<file path="config.mk">
export PLATFORM = sky130hd
export DESIGN_NAME = panda_dmem_arbiter
export DESIGN_NICKNAME = d
export VERILOG_FILES = /design/src/rtl/panda_pkg.sv /design/src/rtl/panda_rr_arbiter2.sv /design/src/rtl/panda_dmem_arbiter.sv
export SDC_FILE = /design/constraint.sdc
export NUM_CORES = 1
export LEC_CHECK = 0
export ABC_AREA = 1
export BUFFER_PORTS_ARGS = -buffer_cell sky130_fd_sc_hd__buf_2
export CORE_AREA = 2 2 111 113
export DETAILED_ROUTE_END_ITERATION = 7
export DIE_AREA = 0 0 113 115
export SLEW_MARGIN = 10
export SYNTH_ARGS = -nofsm -noshare
export SYNTH_HDL_FRONTEND = slang
export SYNTH_SLANG_ARGS = --single-unit
</file>
<file path="constraint.sdc">
create_clock -name clk_i -period 1.5 [get_ports clk_i]
set_input_delay 0.3 -clock clk_i [delete_from_list [all_inputs] [get_ports clk_i]]
set_output_delay 0.3 -clock clk_i [all_outputs]
set_load 0.02 [all_outputs]
</file>
<file path="src/rtl/panda_pkg.sv">
// Shared types and constants for the panda data-memory subsystem.
// Pure declarations, no logic or latency.
// Holds the port identifiers used for arbitration and response tracking.
package panda_pkg;

  localparam int DMEM_WIDTH = 32;

  // Port identity, used for the round-robin pointer and the response owner.
  typedef enum logic {
    DMEM_PORT_CORE = 1'b0,
    DMEM_PORT_EXT  = 1'b1
  } dmem_port_e;

  // The port that is not p; a two-way round-robin simply alternates.
  function automatic dmem_port_e dmem_other_port(input dmem_port_e p);
    return (p == DMEM_PORT_CORE) ? DMEM_PORT_EXT : DMEM_PORT_CORE;
  endfunction

endpackage

</file>
<file path="src/rtl/panda_rr_arbiter2.sv">
// Two-way arbiter: request vector in, one-hot grant out.
// Latency: grant is combinational in the request cycle.
// Backpressure: losers are simply not granted; the pointer only moves on contention.
module panda_rr_arbiter2
  import panda_pkg::*;
#(
  parameter bit RoundRobin = 1'b1
) (
  input  logic       clk_i,
  input  logic       rst_i,
  input  logic [1:0] req_i,
  output logic [1:0] gnt_o
);

  dmem_port_e rr_ptr_q, rr_ptr_d;

  // Pick the winner; the pointer advances past the winner only when both asked.
  always_comb begin
    gnt_o    = 2'b00;
    rr_ptr_d = rr_ptr_q;
    if (!rst_i) begin
      unique case (req_i)
        2'b01: gnt_o = 2'b01;
        2'b10: gnt_o = 2'b10;
        2'b11: begin
          if (RoundRobin && (rr_ptr_q == DMEM_PORT_EXT)) begin
            gnt_o    = 2'b10;
            rr_ptr_d = dmem_other_port(DMEM_PORT_EXT);
          end else begin
            gnt_o    = 2'b01;
            rr_ptr_d = dmem_other_port(DMEM_PORT_CORE);
          end
        end
        default: gnt_o = 2'b00;
      endcase
    end
  end

  // Pointer register; reset favours the core port.
  always_ff @(posedge clk_i) begin
    if (rst_i) rr_ptr_q <= DMEM_PORT_CORE;
    else       rr_ptr_q <= rr_ptr_d;
  end

endmodule

</file>
<file path="src/rtl/panda_dmem_arbiter.sv">
// Shares the single-port data RAM between the core (port 0) and an external master (port 1).
// Latency: grant in the request cycle, rvalid/rdata one cycle after grant, no bubbles.
// Backpressure: a port that is not granted must hold its request; nothing is latched.
// Optional grant/stall counters are built when PANDA_DMEM_ARB_PERF_EN is defined.
module panda_dmem_arbiter
  import panda_pkg::*;
#(
  parameter int DataMemDepth = 32,
  parameter bit RoundRobin   = 1'b1
) (
  input  logic                            clk_i,
  input  logic                            rst_i,
  input  logic                            p0_req_i,
  input  logic [3:0]                      p0_we_i,
  input  logic [31:0]                     p0_addr_i,
  input  logic [DMEM_WIDTH-1:0]           p0_wdata_i,
  output logic                            p0_gnt_o,
  output logic                            p0_rvalid_o,
  output logic [DMEM_WIDTH-1:0]           p0_rdata_o,
  input  logic                            p1_req_i,
  input  logic [3:0]                      p1_we_i,
  input  logic [31:0]                     p1_addr_i,
  input  logic [DMEM_WIDTH-1:0]           p1_wdata_i,
  output logic                            p1_gnt_o,
  output logic                            p1_rvalid_o,
  output logic [DMEM_WIDTH-1:0]           p1_rdata_o,
`ifdef PANDA_DMEM_ARB_PERF_EN
  output logic [31:0]                     p0_grant_cnt_o,
  output logic [31:0]                     p1_grant_cnt_o,
  output logic [31:0]                     stall_cnt_o,
`endif
  output logic                            ram_ce_o,
  output logic [3:0]                      ram_we_o,
  output logic [$clog2(DataMemDepth)-1:0] ram_addr_o,
  output logic [DMEM_WIDTH-1:0]           ram_wdata_o,
  input  logic [DMEM_WIDTH-1:0]           ram_rdata_i
);

  localparam int AW = $clog2(DataMemDepth);

  logic [1:0] gnt;
  logic       resp_valid_q;
  dmem_port_e resp_owner_q;

  panda_rr_arbiter2 #(.RoundRobin(RoundRobin)) u_arb (
    .clk_i (clk_i),
    .rst_i (rst_i),
    .req_i ({p1_req_i, p0_req_i}),
    .gnt_o (gnt)
  );

  assign p0_gnt_o = gnt[0];
  assign p1_gnt_o = gnt[1];

  // RAM mux: granted port drives the RAM; idle cycles show port 0 with no write.
  always_comb begin
    ram_ce_o    = |gnt;
    ram_we_o    = 4'h0;
    ram_addr_o  = '0;
    ram_wdata_o = '0;
    if (!rst_i) begin
      if (gnt[1]) begin
        ram_we_o    = p1_we_i;
        ram_addr_o  = p1_addr_i[AW+1:2];
        ram_wdata_o = p1_wdata_i;
      end else begin
        ram_we_o    = gnt[0] ? p0_we_i : 4'h0;
        ram_addr_o  = p0_addr_i[AW+1:2];
        ram_wdata_o = p0_wdata_i;
      end
    end
  end

  // Remember who owns the access now in the RAM so its data returns to them.
  always_ff @(posedge clk_i) begin
    if (rst_i) begin
      resp_valid_q <= 1'b0;
      resp_owner_q <= DMEM_PORT_CORE;
    end else begin
      resp_valid_q <= |gnt;
      resp_owner_q <= gnt[1] ? DMEM_PORT_EXT : DMEM_PORT_CORE;
    end
  end

  // Reset kills an in-flight response immediately, not one cycle later.
  assign p0_rvalid_o = !rst_i && resp_valid_q && (resp_owner_q == DMEM_PORT_CORE);
  assign p1_rvalid_o = !rst_i && resp_valid_q && (resp_owner_q == DMEM_PORT_EXT);
  assign p0_rdata_o  = p0_rvalid_o ? ram_rdata_i : '0;
  assign p1_rdata_o  = p1_rvalid_o ? ram_rdata_i : '0;

  // Byte offset and out-of-range upper bits are ignored by design.
  logic unused_addr_bits;
  assign unused_addr_bits = ^{p0_addr_i[31:AW+2], p0_addr_i[1:0],
                              p1_addr_i[31:AW+2], p1_addr_i[1:0]};

`ifdef PANDA_DMEM_ARB_PERF_EN
  logic stall;
  assign stall = (p0_req_i && !gnt[0]) || (p1_req_i && !gnt[1]);

  // Saturating grant and stall counters; a double stall counts once.
  always_ff @(posedge clk_i) begin
    if (rst_i) begin
      p0_grant_cnt_o <= '0;
      p1_grant_cnt_o <= '0;
      stall_cnt_o    <= '0;
    end else begin
      if (gnt[0] && (p0_grant_cnt_o != 32'hFFFF_FFFF)) p0_grant_cnt_o <= p0_grant_cnt_o + 32'd1;
      if (gnt[1] && (p1_grant_cnt_o != 32'hFFFF_FFFF)) p1_grant_cnt_o <= p1_grant_cnt_o + 32'd1;
      if (stall  && (stall_cnt_o    != 32'hFFFF_FFFF)) stall_cnt_o    <= stall_cnt_o + 32'd1;
    end
  end
`endif

endmodule

</file>
==> run metrics <==
kind of capture point of the worst setup path=primary output; setup ws final=-0.0895 ns; number of antenna violations at the first check in global routing=0; Inserted Clock Buffers=3; number of global-route vias before repair=2073; Fillers=1301; worst slack at placement=-0.0165 ns; number of hold-slack violations in the final timing report=0; starting density of the core=11.3%; switching portion of total power=40.0%; accumulated negative setup slack=-2.14 ns; leakage power=0.00223 uW; highest clock rate=0.629 GHz; post-DP HPWL=4790 um; power per cell area=445 mW/mm2; pin count of the biggest net entering global routing=41; core footprint=0.0118 mm2; net count of the mapped netlist=504; cell-internal power=847 uW; Detail Route Antenna Nets=0; vertical die dimension=115 um; run status=complete, but fails checks; Worst Tran Pin Value=0.173 ns; TritonCTS Sinks=3; count of inserted antenna diode cells=0; top cells by area, synth=nor2_1 39%, nand2_1 25%, inv_1 20%, buf_2 4.5%, dfxtp_1 4.5%; total die area=0.0130 mm2; leading cell types in the layout, fill and taps excluded=152 x buf_2, 129 x nor2_1, 81 x nand2_1; top cell type's share of synthesized area=39.0%; worst hold-check path type=input pin to register; number of I/O port buffers=227; number of I/O pins=282; clock tree from TritonCTS=done; latest clock arrival within the worst-skew pair=0.22 ns; critical path class=register to primary output; Avg WL per Cell=8.83 um; Core Rows=40; Initial DRC Count=88; aggregate global routing overflow=0; worst-path cell chain=inv_2, nand2_2, nand2_4, buf_6, nor2_4, nand2_1, nand2_1, buf_6; Critical Path Slowest Stage Cell=dfxtp_2; most common library cell in the layout ignoring fill and taps=buf_2; worst-path maximum fanout=5; Pins Over Slew Limit=0; number of synthesized register bits=3; ratio of cells with drive above 1 in the final layout=48.6%; switching power=564 uW; overall global routing resource usage=7.76%; failing checks=design-rule violations, negative setup slack; Clock Root Buffer=clkbuf_16; first-pass GRT wire length=8630 um; number of instances in the synthesized netlist=332; normalized max-slew margin=88.4%; buffers from clock root to sink, at most=2; total standard cell area after synthesis=0.00134 mm2; yosys warns=0; H-Tree Level Count=1; vias per std cell=3.62; required time of the critical path=1.20 ns; average cell area after synthesis=4.03 um2; setup repair after global routing missed its margin=yes; number of nets in the finished design=733; part of the total power dissipated in the clock network=29.8%; top cell family by delay on the critical path=simple AND/OR/NAND/NOR gates; startpoint class of the critical path=register; final wirelength=6250 um; drt first pass iters=6; peak ir drop on the vdd network=0.424 mV; post-route fraction of the period consumed by the critical path=106%; combinational power share=63.7%; crit path buf inv count=3; Sequential Power Share=6.6%; delay of the slowest cell on the worst path=0.32 ns; vias after detailed routing=2561; CTS Hold Bufs=0; routability congestion estimate=0.703; number of endpoints failing setup at the final stage=43; min Tclk post-route=1.59 ns; Critical Path AT=1.29 ns; sequential area share after synthesis=4.49%; relative area change from synthesis to final layout=137%; number of max-capacitance violations reported=0; Remaining DRCs=20; Clock Pin Slew Worst Setup and Hold Paths=0.03 ns; hold slack final=0.372 ns; Yosys top cell by area=nor2_1; worst clock skew=0.000558 ns; Yosys cell types=15; die span in x=113 um
## path summary, 6_finish.rpt
check                                     from        endpoint  slack, ns  cells after the start
worst max-delay path            u_arb.rr_ptr_q     ram_we_o[0]      -0.09                      8
worst min-delay path                  p0_req_i  u_arb.rr_ptr_q       0.37                      3
worst max register to register  u_arb.rr_ptr_q    resp_valid_q       0.30                      8
worst min register to register  u_arb.rr_ptr_q  u_arb.rr_ptr_q       0.55                      3
## Yosys cell counts, drive strengths merged
library cell	number
inv	74
a21oi	1
nand3b	1
dfxtp	3
nor2	140
buf	15
clkbuf	3
o21ai	3
nand2	90
nand3	2
## through the flow
step	instances	cell area, um2	power, uW	util (%)
final	707	3170	1410	26.8
after global routing	707	3170	1510	26.8
after CTS	704	2940	1360	24.9
after detailed placement	698	2710	865	23.0
after global placement	698	2710	865	23.0
after floorplan	332	1340	526	-
## metal layers
metal	up-vias	global-route usage, %	wire length (um)
li1	1369	-	-
met1	1052	7.53	2270
met3	2	1.69	617
met5	-	0	0
met2	138	16.8	3330
met4	0	0.976	30
## cells by family after synthesis
kind of cell | after synthesis | synth area share (%)
AOI/OAI and AO/OA | 4 | 1.50
buffers and inverters | 92 | 27.8
DFF | 3 | 4.49
and+or+nand+nor | 233 | 66.2
## state kept, by name (all words and copies together), names as in the netlist
register and flops:
resp_owner_q 1, resp_valid_q 1, u_arb.rr_ptr_q 1
## worst register-to-register path, stage by stage, from the launching register on
cell and delay (ns):
dfxtp_2 0.32, inv_2 0.04, nand2_2 0.06, nand2_4 0.08
buf_6 0.14, buf_4 0.13, buf_4 0.12, buf_4 0.12
o21ai_1 0.11
## power groups by stage
stage	registers, uW	logic (uW)	clock network [uW]
2_1_floorplan	89.6	436	0
3_3_place_gp	89.9	775	0
3_5_place_dp	90.1	775	0
4_1_cts	89.4	840	428
5_1_grt	93.8	982	434
6_report	92.6	898	420
## layout make-up
class | count | area (um2) | area share (%)
tap | 147 | 184 | 5.81
sequential | 3 | 63.8 | 2.01
clock buffer | 4 | 78.8 | 2.49
multi-input combinational | 237 | 982 | 31.0
inverter | 74 | 278 | 8.77
timing repair buffer | 242 | 1580 | 49.9
## repair_timing
action                     CTS  global route
resized for setup           47            69
setup endpoints to repair   44            76
cloned                       0             1
setup buffers                2             2
pin swaps                    2             6
Note: power is estimated with default switching activity, not from simulation.
